## src/rtl/hazard_pkg.sv

```systemverilog
// Shared definitions for the hazard control unit: FSM encoding, the x0
// register index and the register-dependency helper.
package hazard_pkg;

  typedef enum logic [1:0] {
    RUN     = 2'd0,
    BUSY    = 2'd1,
    REFETCH = 2'd2
  } hz_state_e;

  localparam logic [4:0] REG_X0 = 5'd0;

  // True when an enabled source operand names the given destination register.
  function automatic logic src_hits(input logic       uses,
                                    input logic [4:0] src,
                                    input logic [4:0] dst);
    return uses && (src == dst);
  endfunction

endpackage

```

## src/rtl/hazard_ctrl_unit_sat_counter.sv

```systemverilog
// Saturating up-counter: counts cycles with inc=1, sticks at all-ones.
module sat_counter #(
  parameter int unsigned W = 32
) (
  input  logic         clk,
  input  logic         reset,
  input  logic         inc,
  output logic [W-1:0] count
);

  logic [W-1:0] count_q, count_d;

  // Next value: increment unless already saturated.
  always_comb begin
    count_d = count_q;
    if (inc && (count_q != '1)) begin
      count_d = count_q + W'(1);
    end
  end

  // Count register, cleared while reset is low.
  always_ff @(posedge clk or negedge reset) begin
    if (!reset) begin
      count_q <= '0;
    end else begin
      count_q <= count_d;
    end
  end

  assign count = count_q;

endmodule

```

## src/rtl/hazard_ctrl_unit.sv

```systemverilog
// Pipeline hazard controller: produces same-cycle stall/flush controls for
// load-use hazards, EX redirects and multi-cycle EX occupancy, and keeps a
// busy watchdog plus stall/redirect performance counters.
module hazard_ctrl_unit #(
  parameter int unsigned FETCH_LATENCY = 0,
  parameter int unsigned BUSY_TIMEOUT  = 64,
  parameter int unsigned CNT_W         = 32
) (
  input  logic             clk,
  input  logic             reset,
  input  logic [4:0]       id_rs1_addr,
  input  logic [4:0]       id_rs2_addr,
  input  logic             id_uses_rs1,
  input  logic             id_uses_rs2,
  input  logic [4:0]       ex_rd_addr,
  input  logic             ex_mem_read,
  input  logic             ex_redirect,
  input  logic             ex_busy,
  output logic             pc_stall,
  output logic             if_id_stall,
  output logic             if_id_flush,
  output logic             id_ex_stall,
  output logic             id_ex_flush,
  output logic             ex_mem_flush,
  output logic             busy_timeout,
  output logic [CNT_W-1:0] stall_cycles,
  output logic [CNT_W-1:0] redirect_count
);

  import hazard_pkg::*;

  localparam int unsigned     RUN_W     = $clog2(BUSY_TIMEOUT + 1);
  localparam logic [2:0]       FETCH_LAT = 3'(FETCH_LATENCY);
  localparam logic [RUN_W-1:0] BUSY_LIM  = RUN_W'(BUSY_TIMEOUT);
  localparam logic [RUN_W-1:0] RUN_ONE   = RUN_W'(1);

  hz_state_e        state_q, state_d;
  logic [2:0]       fcnt_q, fcnt_d;
  logic [RUN_W-1:0] run_q, run_d;
  logic             timeout_q, timeout_d;

  logic load_use;
  logic redirect_acc;
  logic pc_stall_c, if_id_stall_c, if_id_flush_c;
  logic id_ex_stall_c, id_ex_flush_c, ex_mem_flush_c;

  // Load-use detection against the EX-stage load destination.
  always_comb begin
    load_use = ex_mem_read && (ex_rd_addr != REG_X0) &&
               (src_hits(id_uses_rs1, id_rs1_addr, ex_rd_addr) ||
                src_hits(id_uses_rs2, id_rs2_addr, ex_rd_addr));
  end

  // Next-state and raw control outputs; priority busy > redirect > load-use.
  // BUSY without ex_busy behaves exactly like RUN, so both share one branch.
  always_comb begin
    state_d        = state_q;
    fcnt_d         = fcnt_q;
    redirect_acc   = 1'b0;
    pc_stall_c     = 1'b0;
    if_id_stall_c  = 1'b0;
    if_id_flush_c  = 1'b0;
    id_ex_stall_c  = 1'b0;
    id_ex_flush_c  = 1'b0;
    ex_mem_flush_c = 1'b0;
    if (ex_busy) begin
      pc_stall_c     = 1'b1;
      if_id_stall_c  = 1'b1;
      id_ex_stall_c  = 1'b1;
      ex_mem_flush_c = 1'b1;
      if (state_q != REFETCH) begin
        state_d = BUSY;
      end
    end else if (state_q == REFETCH) begin
      if_id_flush_c = 1'b1;
      if (ex_redirect) begin
        id_ex_flush_c = 1'b1;
        redirect_acc  = 1'b1;
        fcnt_d        = FETCH_LAT;
      end else begin
        fcnt_d = fcnt_q - 3'd1;
        if (fcnt_q == 3'd1) begin
          state_d = RUN;
        end
      end
    end else begin
      state_d = RUN;
      if (ex_redirect) begin
        if_id_flush_c = 1'b1;
        id_ex_flush_c = 1'b1;
        redirect_acc  = 1'b1;
        if (FETCH_LATENCY > 0) begin
          state_d = REFETCH;
          fcnt_d  = FETCH_LAT;
        end
      end else if (load_use) begin
        pc_stall_c    = 1'b1;
        if_id_stall_c = 1'b1;
        id_ex_flush_c = 1'b1;
      end
    end
  end

  // FSM state and fetch-latency counter.
  always_ff @(posedge clk or negedge reset) begin
    if (!reset) begin
      state_q <= RUN;
      fcnt_q  <= '0;
    end else begin
      state_q <= state_d;
      fcnt_q  <= fcnt_d;
    end
  end

  // Busy run-length (saturating) and sticky timeout flag.
  always_comb begin
    run_d = '0;
    if (ex_busy) begin
      run_d = (run_q == BUSY_LIM) ? run_q : run_q + RUN_ONE;
    end
    timeout_d = timeout_q || (run_d == BUSY_LIM);
  end

  // Watchdog registers.
  always_ff @(posedge clk or negedge reset) begin
    if (!reset) begin
      run_q     <= '0;
      timeout_q <= 1'b0;
    end else begin
      run_q     <= run_d;
      timeout_q <= timeout_d;
    end
  end

  // Controls are forced low while reset is asserted, without waiting for a clock.
  assign pc_stall     = reset & pc_stall_c;
  assign if_id_stall  = reset & if_id_stall_c;
  assign if_id_flush  = reset & if_id_flush_c;
  assign id_ex_stall  = reset & id_ex_stall_c;
  assign id_ex_flush  = reset & id_ex_flush_c;
  assign ex_mem_flush = reset & ex_mem_flush_c;
  assign busy_timeout = timeout_q;

  sat_counter #(.W(CNT_W)) u_stall_cnt (
    .clk   (clk),
    .reset (reset),
    .inc   (pc_stall),
    .count (stall_cycles)
  );

  sat_counter #(.W(CNT_W)) u_redirect_cnt (
    .clk   (clk),
    .reset (reset),
    .inc   (reset & redirect_acc),
    .count (redirect_count)
  );

endmodule

```

## config.mk

```make
export PLATFORM = sky130hd
export DESIGN_NAME = hazard_ctrl_unit
export DESIGN_NICKNAME = d
export VERILOG_FILES = /design/src/rtl/hazard_pkg.sv /design/src/rtl/hazard_ctrl_unit_sat_counter.sv /design/src/rtl/hazard_ctrl_unit.sv
export SDC_FILE = /design/constraint.sdc
export NUM_CORES = 1
export LEC_CHECK = 0
export CAP_MARGIN = 5
export CORE_AREA = 5 5 134 72
export DETAILED_ROUTE_END_ITERATION = 6
export DIE_AREA = 0 0 139 77
export PLACE_DENSITY_LB_ADDON = 0.3
export SLEW_MARGIN = 20
export SYNTH_ARGS = -nofsm -noshare
export SYNTH_HDL_FRONTEND = slang
export SYNTH_SLANG_ARGS = --single-unit
```

## constraint.sdc

```tcl
create_clock -name clk -period 1.9 [get_ports clk]
set_clock_uncertainty 0.2 [all_clocks]
set_input_delay 0.285 -clock clk [delete_from_list [all_inputs] [get_ports clk]]
set_output_delay 0.285 -clock clk [all_outputs]
set_load 0.1 [all_outputs]
```

==> metrics.sh, run 1 <==
RUN_STATUS='stopped before the end'
OUTCOME.STOP_STAGE='global routing'
FIRSTERROR='[ERROR DPL-0033] detailed placement checks failed during check placement.'
SYNTH.MOST_COMMON_CELL='sky130_fd_sc_hd__dfrtp_1'
NETLIST_TOP_CELLS_AREA='sky130_fd_sc_hd__dfrtp_1 49%, sky130_fd_sc_hd__xnor2_1 10%, sky130_fd_sc_hd__xor2_1 7.6%, sky130_fd_sc_hd__nand2_1 4.4%, sky130_fd_sc_hd__nor2_1 3.8%'
SYNTH_LARGEST_TYPE_AREA_FRACTION_PCT=48.9
START_UTIL_PCT=43.8
SYN-CELL-AREA_UM2=3680
SYNTH-SEQ-CELLS=72
YS_ASYNC_SR_FRACTION_PCT=100
ANTENNA_FOUND_INITIAL=2
FLOORPLAN.DIE.HEIGHT_UM=77
GRT_REPAIR_TIMING_WORST_ENDPOINT='u_stall_cnt.count[20]$_DFFE_PN0P_/D'
SYN-INSTANCE-COUNT=369
SYNTH-EDFF-COUNT=0
DPL-INSTANCE-AREA_UM2=6970
SYNTH_LARGEST_AREA_CELL='sky130_fd_sc_hd__dfrtp_1'
CLOCK_SINK_COUNT=72
POST_SYNTH_MOST_FREQUENT_CELLS='72 x sky130_fd_sc_hd__dfrtp_1, 44 x sky130_fd_sc_hd__xnor2_1, 43 x sky130_fd_sc_hd__nand2_1'
GP_ROUTABILITY_CONGESTION=0.880
CTS.HTREE.LEVELS=3
POST_SYNTHESIS_AREA_PER_INSTANCE_UM2=9.99
YS_TYPES=46
POST-DP-HPWL_UM=10200
ENDPOINT_TYPE='register data pin'
SYNTH.NET_COUNT=395
CTS_MADE_BUFFERS=9
YS_WARN_COUNT=0
ROWS=24
CLOCKROOTBUFFER='sky130_fd_sc_hd__clkbuf_16'
CHIPWIDTH_UM=139
GRT_MAX_DEGREE=38
SYNTH_SEQ_AREA_SHARE_PCT=48.9
CTS-ROOT-TO-SINK-BUFFERS=2
IOPINCOUNT=93
SYNTH_FLOP_CELL='sky130_fd_sc_hd__dfrtp_1'
PORT_BUFFER_COUNT=92
-- through the flow --
| stage | std cells | setup slack [ns] |
|---|---|---|
| after detailed placement | 694 | -0.768 |
| after global placement | 694 | -0.676 |
| after floorplan | 369 | -0.739 |
| after CTS | 726 | -0.351 |
-- cells by family after synthesis --
family / Yosys count / synth area share, %
buffers and inverters: 20 / 2.38
muxes: 2 / 0.577
AOI/OAI and AO/OA: 16 / 3.46
xor gates and xnor gates: 76 / 18.1
and+or+nand+nor: 179 / 25.3
DFF: 72 / 48.9
adders and majority gates: 4 / 1.36
-- what timing repair did --
action	4_1_cts
setup buffers	15
resized for setup	85
setup endpoints to repair	68
hold endpoints to repair	35
pin swaps	75
hold buffers	1
gates cloned	0
==> inputs of run 2 (changes only) <==
--- a/config.mk
+++ b/config.mk
@@ -6,10 +6,10 @@
 export NUM_CORES = 1
 export LEC_CHECK = 0
 export CAP_MARGIN = 5
-export CORE_AREA = 5 5 134 72
+export CORE_AREA = 5 5 106 108
 export DETAILED_ROUTE_END_ITERATION = 6
-export DIE_AREA = 0 0 139 77
-export PLACE_DENSITY_LB_ADDON = 0.3
+export DIE_AREA = 0 0 111 113
+export PLACE_DENSITY_LB_ADDON = 0.15
 export SLEW_MARGIN = 20
 export SYNTH_ARGS = -nofsm -noshare
 export SYNTH_HDL_FRONTEND = slang
==> constraint.sdc (replaced) <==
create_clock -name clk -period 2.47 [get_ports clk]
set_clock_uncertainty 0.2 [all_clocks]
set_input_delay 0.3705 -clock clk [delete_from_list [all_inputs] [get_ports clk]]
set_output_delay 0.3705 -clock clk [all_outputs]
set_load 0.1 [all_outputs]
==> metrics.sh, run 2 <==
DRT-VIAS-PER-INSTANCE=4.89
SYNTH.MOST_COMMON_CELL='sky130_fd_sc_hd__dfrtp_1'
LAUNCHING_ELEMENT_TYPE_OF_THE_CRITICAL_PATH='input port'
CLK_LATENCY_NS=0.35
R2R_END='u_stall_cnt.count[27]'
GLOBAL_ROUTING_MET2_RESOURCE_UTILIZATION_PCT=22.9
P_LEAK_nW=2.30
SYN-INSTANCE-COUNT=369
DPL-INSTANCE-AREA_UM2=4900
CRIT_BUF_INV=3
FINAL_PERIOD_MINUS_WORST_SETUP_SLACK_NS=2.39
PLACEABLECOREAREA_UM2=10100
CP_SLOWEST_CELL='sky130_fd_sc_hd__or4_4'
POST_SYNTHESIS_AREA_PER_INSTANCE_UM2=9.99
CLK_PIN_SLEW_WORST_PATHS_NS=0.08
PRECTSSETUPSLACK_NS=-0.226
CRIT_PATH_MAX_INCR_DELAY_NS=0.55
FINALHOLDVIOLATIONS=0
LAYOUT_COMMONEST_CELL='sky130_fd_sc_hd__buf_4'
GRT_MOST_USED_LAYER='met2'
SYN-CELL-AREA_UM2=3680
SYNTHTOLAYOUTAREAGROWTH_PCT=40.8
MAX_FREQ_MHz=418
FINALMAXSLEWVIOLATIONS=0
GRT_USE_TOTAL_PCT=14.5
NETLIST_TOP_CELLS_AREA='sky130_fd_sc_hd__dfrtp_1 49%, sky130_fd_sc_hd__xnor2_1 10%, sky130_fd_sc_hd__xor2_1 7.6%, sky130_fd_sc_hd__nand2_1 4.4%, sky130_fd_sc_hd__nor2_1 3.8%'
POST-DP-HPWL_UM=6830
CRIT-REG2REG-LAUNCH='u_stall_cnt.count[6]'
ROWS=37
PORT_BUFFER_COUNT=92
DRCVIOLATIONCOUNT=0
WORST_HOLD_PATH.NUM_CELLS=1
IOPINCOUNT=93
FINAL.HOLD.WORST_SLACK_NS=0.279
RUN_STATUS='finished, final reports clean'
FINAL_SETUP_VIOLATIONS=0
GR-USAGE-MET1_PCT=18.2
CRITPATHARRIVALTIME_NS=1.82
GRT_MAX_DEGREE=51
VDD_DROP_MAX_uV=339
VIAS=3086
ANTENNA_CELLS=0
GLOBALROUTEOVERFLOWTOTAL=0
FRACTION_OF_FINAL_LAYOUT_CELLS_SIZED_BEYOND_DRIVE_STRENGTH_1_PCT=38.2
CLOCKROOTBUFFER='sky130_fd_sc_hd__clkbuf_8'
MAX_CAP_VIOL_COUNT=0
SYNTH_SEQ_AREA_SHARE_PCT=48.9
CRIT_CHAIN='clkdlybuf4s15_1, or4_4, o21ai_4, nor2_2, a21oi_4, clkinvlp_4, buf_12'
DR.FIRST_ITER.DRC_COUNT=133
CRITICAL_PATH_REQUIRED_NS=1.90
CLOCK_SINK_COUNT=72
TIMING.FINAL.WS_SETUP_NS=0.0782
SYNTH-EDFF-COUNT=0
NNETSFINAL=516
SETUP-TNS-FINAL_NS=0
POST_SYNTH_MOST_FREQUENT_CELLS='72 x sky130_fd_sc_hd__dfrtp_1, 44 x sky130_fd_sc_hd__xnor2_1, 43 x sky130_fd_sc_hd__nand2_1'
YS_WARN_COUNT=0
DRT-WIRELENGTH-PER-CELL_UM=14.1
YS_ASYNC_SR_FRACTION_PCT=100
MIN_FROM='u_stall_cnt.count[15]'
TIGHTEST_SLEW_NS=0.632
GP_ROUTABILITY_CONGESTION=0.761
SYNTH-SEQ-CELLS=72
SYNTH.NET_COUNT=395
HOLDPATHEND='u_stall_cnt.count[15]'
FLOORPLAN.DIE.HEIGHT_UM=113
R2R_CELLS=7
MAX_SLEW_MARGIN_PCT=57.9
SYNTH_LARGEST_AREA_CELL='sky130_fd_sc_hd__dfrtp_1'
FIRST_GLOBAL_VIAS=3139
TIMING.CRITICAL_PATH.MAX_DELAY_FAMILY='simple AND/OR/NAND/NOR gates'
TIMING.FINAL.CRIT_SHARE_PCT=96.8
SETUP.REG_TO_REG.WORST_SLACK_NS=0.10
CHIPWIDTH_UM=111
START_UTIL_PCT=36.3
CRITICAL_PATH.ENDPOINT_TYPE='output port'
P_PER_AREA_nW_PER_UM2=641
WL_UM=8910
POST-ROUTE-UTIL_PCT=51.2
CRITICAL_PATH_CLASS='in -> out'
SYNTH_LARGEST_TYPE_AREA_FRACTION_PCT=48.9
CTS.HTREE.LEVELS=3
LAYOUT.CELLS.MOST_COMMON_LIST='89 x sky130_fd_sc_hd__buf_4, 46 x sky130_fd_sc_hd__dfrtp_2, 44 x sky130_fd_sc_hd__xnor2_1, 43 x sky130_fd_sc_hd__nand2_1, 36 x sky130_fd_sc_hd__nor2_1'
CTS-ROOT-TO-SINK-BUFFERS=2
YS_TYPES=46
ANTENNA_FOUND_INITIAL=0
GRT_UTIL_MET3_PCT=6.20
DIE_AREA_UM2=12500
DR_PASS1_ITERATIONS=5
CRITICAL_PATH.MAX_FANOUT=2
CTS_TREE='yes'
SYNTH_FLOP_CELL='sky130_fd_sc_hd__dfrtp_1'
DP_CELLS=610
GLOBAL_ROUTE_WIRE_LENGTH_BEFORE_REPAIR_UM=14900
LAYOUT.CELL_AREA.NON_FILLER_UM2=5190
FINAL_ANTENNA_NET_COUNT=0
INSTANCES_NO_FILL=631
CTS_MADE_BUFFERS=9
DESIGN_POWER_TOTAL_mW=3.33
HOLD_WC_PATH_TYPE='reg -> reg'
-- run 2: cells by family after synthesis --
kind of cell | synth area share, %
AND/OR/NAND/NOR | 25.3
XOR/XNOR | 18.1
flip-flops | 48.9
buffers and inverters | 2.38
AO/OA/AOI/OAI | 3.46
adder cells (fa/ha/maj) | 1.36
multiplexers | 0.577
-- run 2: how the worst max path moves through the flow --
stage	startpoint	endpoint	slack (ns)	depth (start not counted)
final	ex_rd_addr[2]	pc_stall	0.08	7
after global routing	id_rs1_addr[4]	id_ex_flush	-0.01	7
after CTS	ex_rd_addr[3]	pc_stall	0.02	7
after detailed placement	ex_rd_addr[2]	u_stall_cnt.count[24]	-0.23	10
after global placement	ex_rd_addr[1]	if_id_stall	-0.21	7
after floorplan	ex_rd_addr[1]	pc_stall	-0.34	6
-- run 2: layer usage --
metal | vias to the layer above | routed length, µm
met5 | - | 0
met4 | 0 | 96
met3 | 8 | 594
met2 | 71 | 4110
met1 | 1498 | 4100
li1 | 1509 | -
-- run 2: worst reg2reg max path: cells and delay by family, from the launching register on --
family	cells	cell delay [ns]
flip-flops	1	0.46
AND/OR/NAND/NOR	5	1.28
XOR/XNOR	1	0.16
buffers and inverters	1	0.19
-- run 2: layout make-up --
class	instances	area, µm²
multi-input cells	277	1850
clock inverters	5	55.1
flip-flops and latches	72	1890
fillers	933	4950
repair buffers	118	1020
clock buffers	11	151
well taps	136	170
inverters	12	48.8
-- run 2: timing repair --
| action | in CTS | in global routing |
|---|---|---|
| setup endpoints to repair | 3 | 20 |
| hold endpoints to repair | 22 | 0 |
| pin swaps | 5 | 4 |
| hold buffers | 2 | 0 |
| buffers inserted | 1 | 2 |
| resized for setup | 10 | 5 |
-- run 2: power breakdown --
part	internal [mW]	switching [mW]	leakage [nW]
Sequential	1.27	0.108	0.882
Clock	0.518	0.450	0.101
Combinational	0.252	0.726	1.32
Total	2.04	1.28	2.30
Note: power is estimated with default switching activity, not from simulation.
==> inputs of run 3 (changes only) <==
--- a/config.mk
+++ b/config.mk
@@ -5,7 +5,7 @@
 export SDC_FILE = /design/constraint.sdc
 export NUM_CORES = 1
 export LEC_CHECK = 0
-export CAP_MARGIN = 5
+export CAP_MARGIN = 25
 export CORE_AREA = 5 5 106 108
 export DETAILED_ROUTE_END_ITERATION = 6
 export DIE_AREA = 0 0 111 113
==> results of run 3 <==
Same layout as run 2: the final DEF is identical, and so are final timing and power.
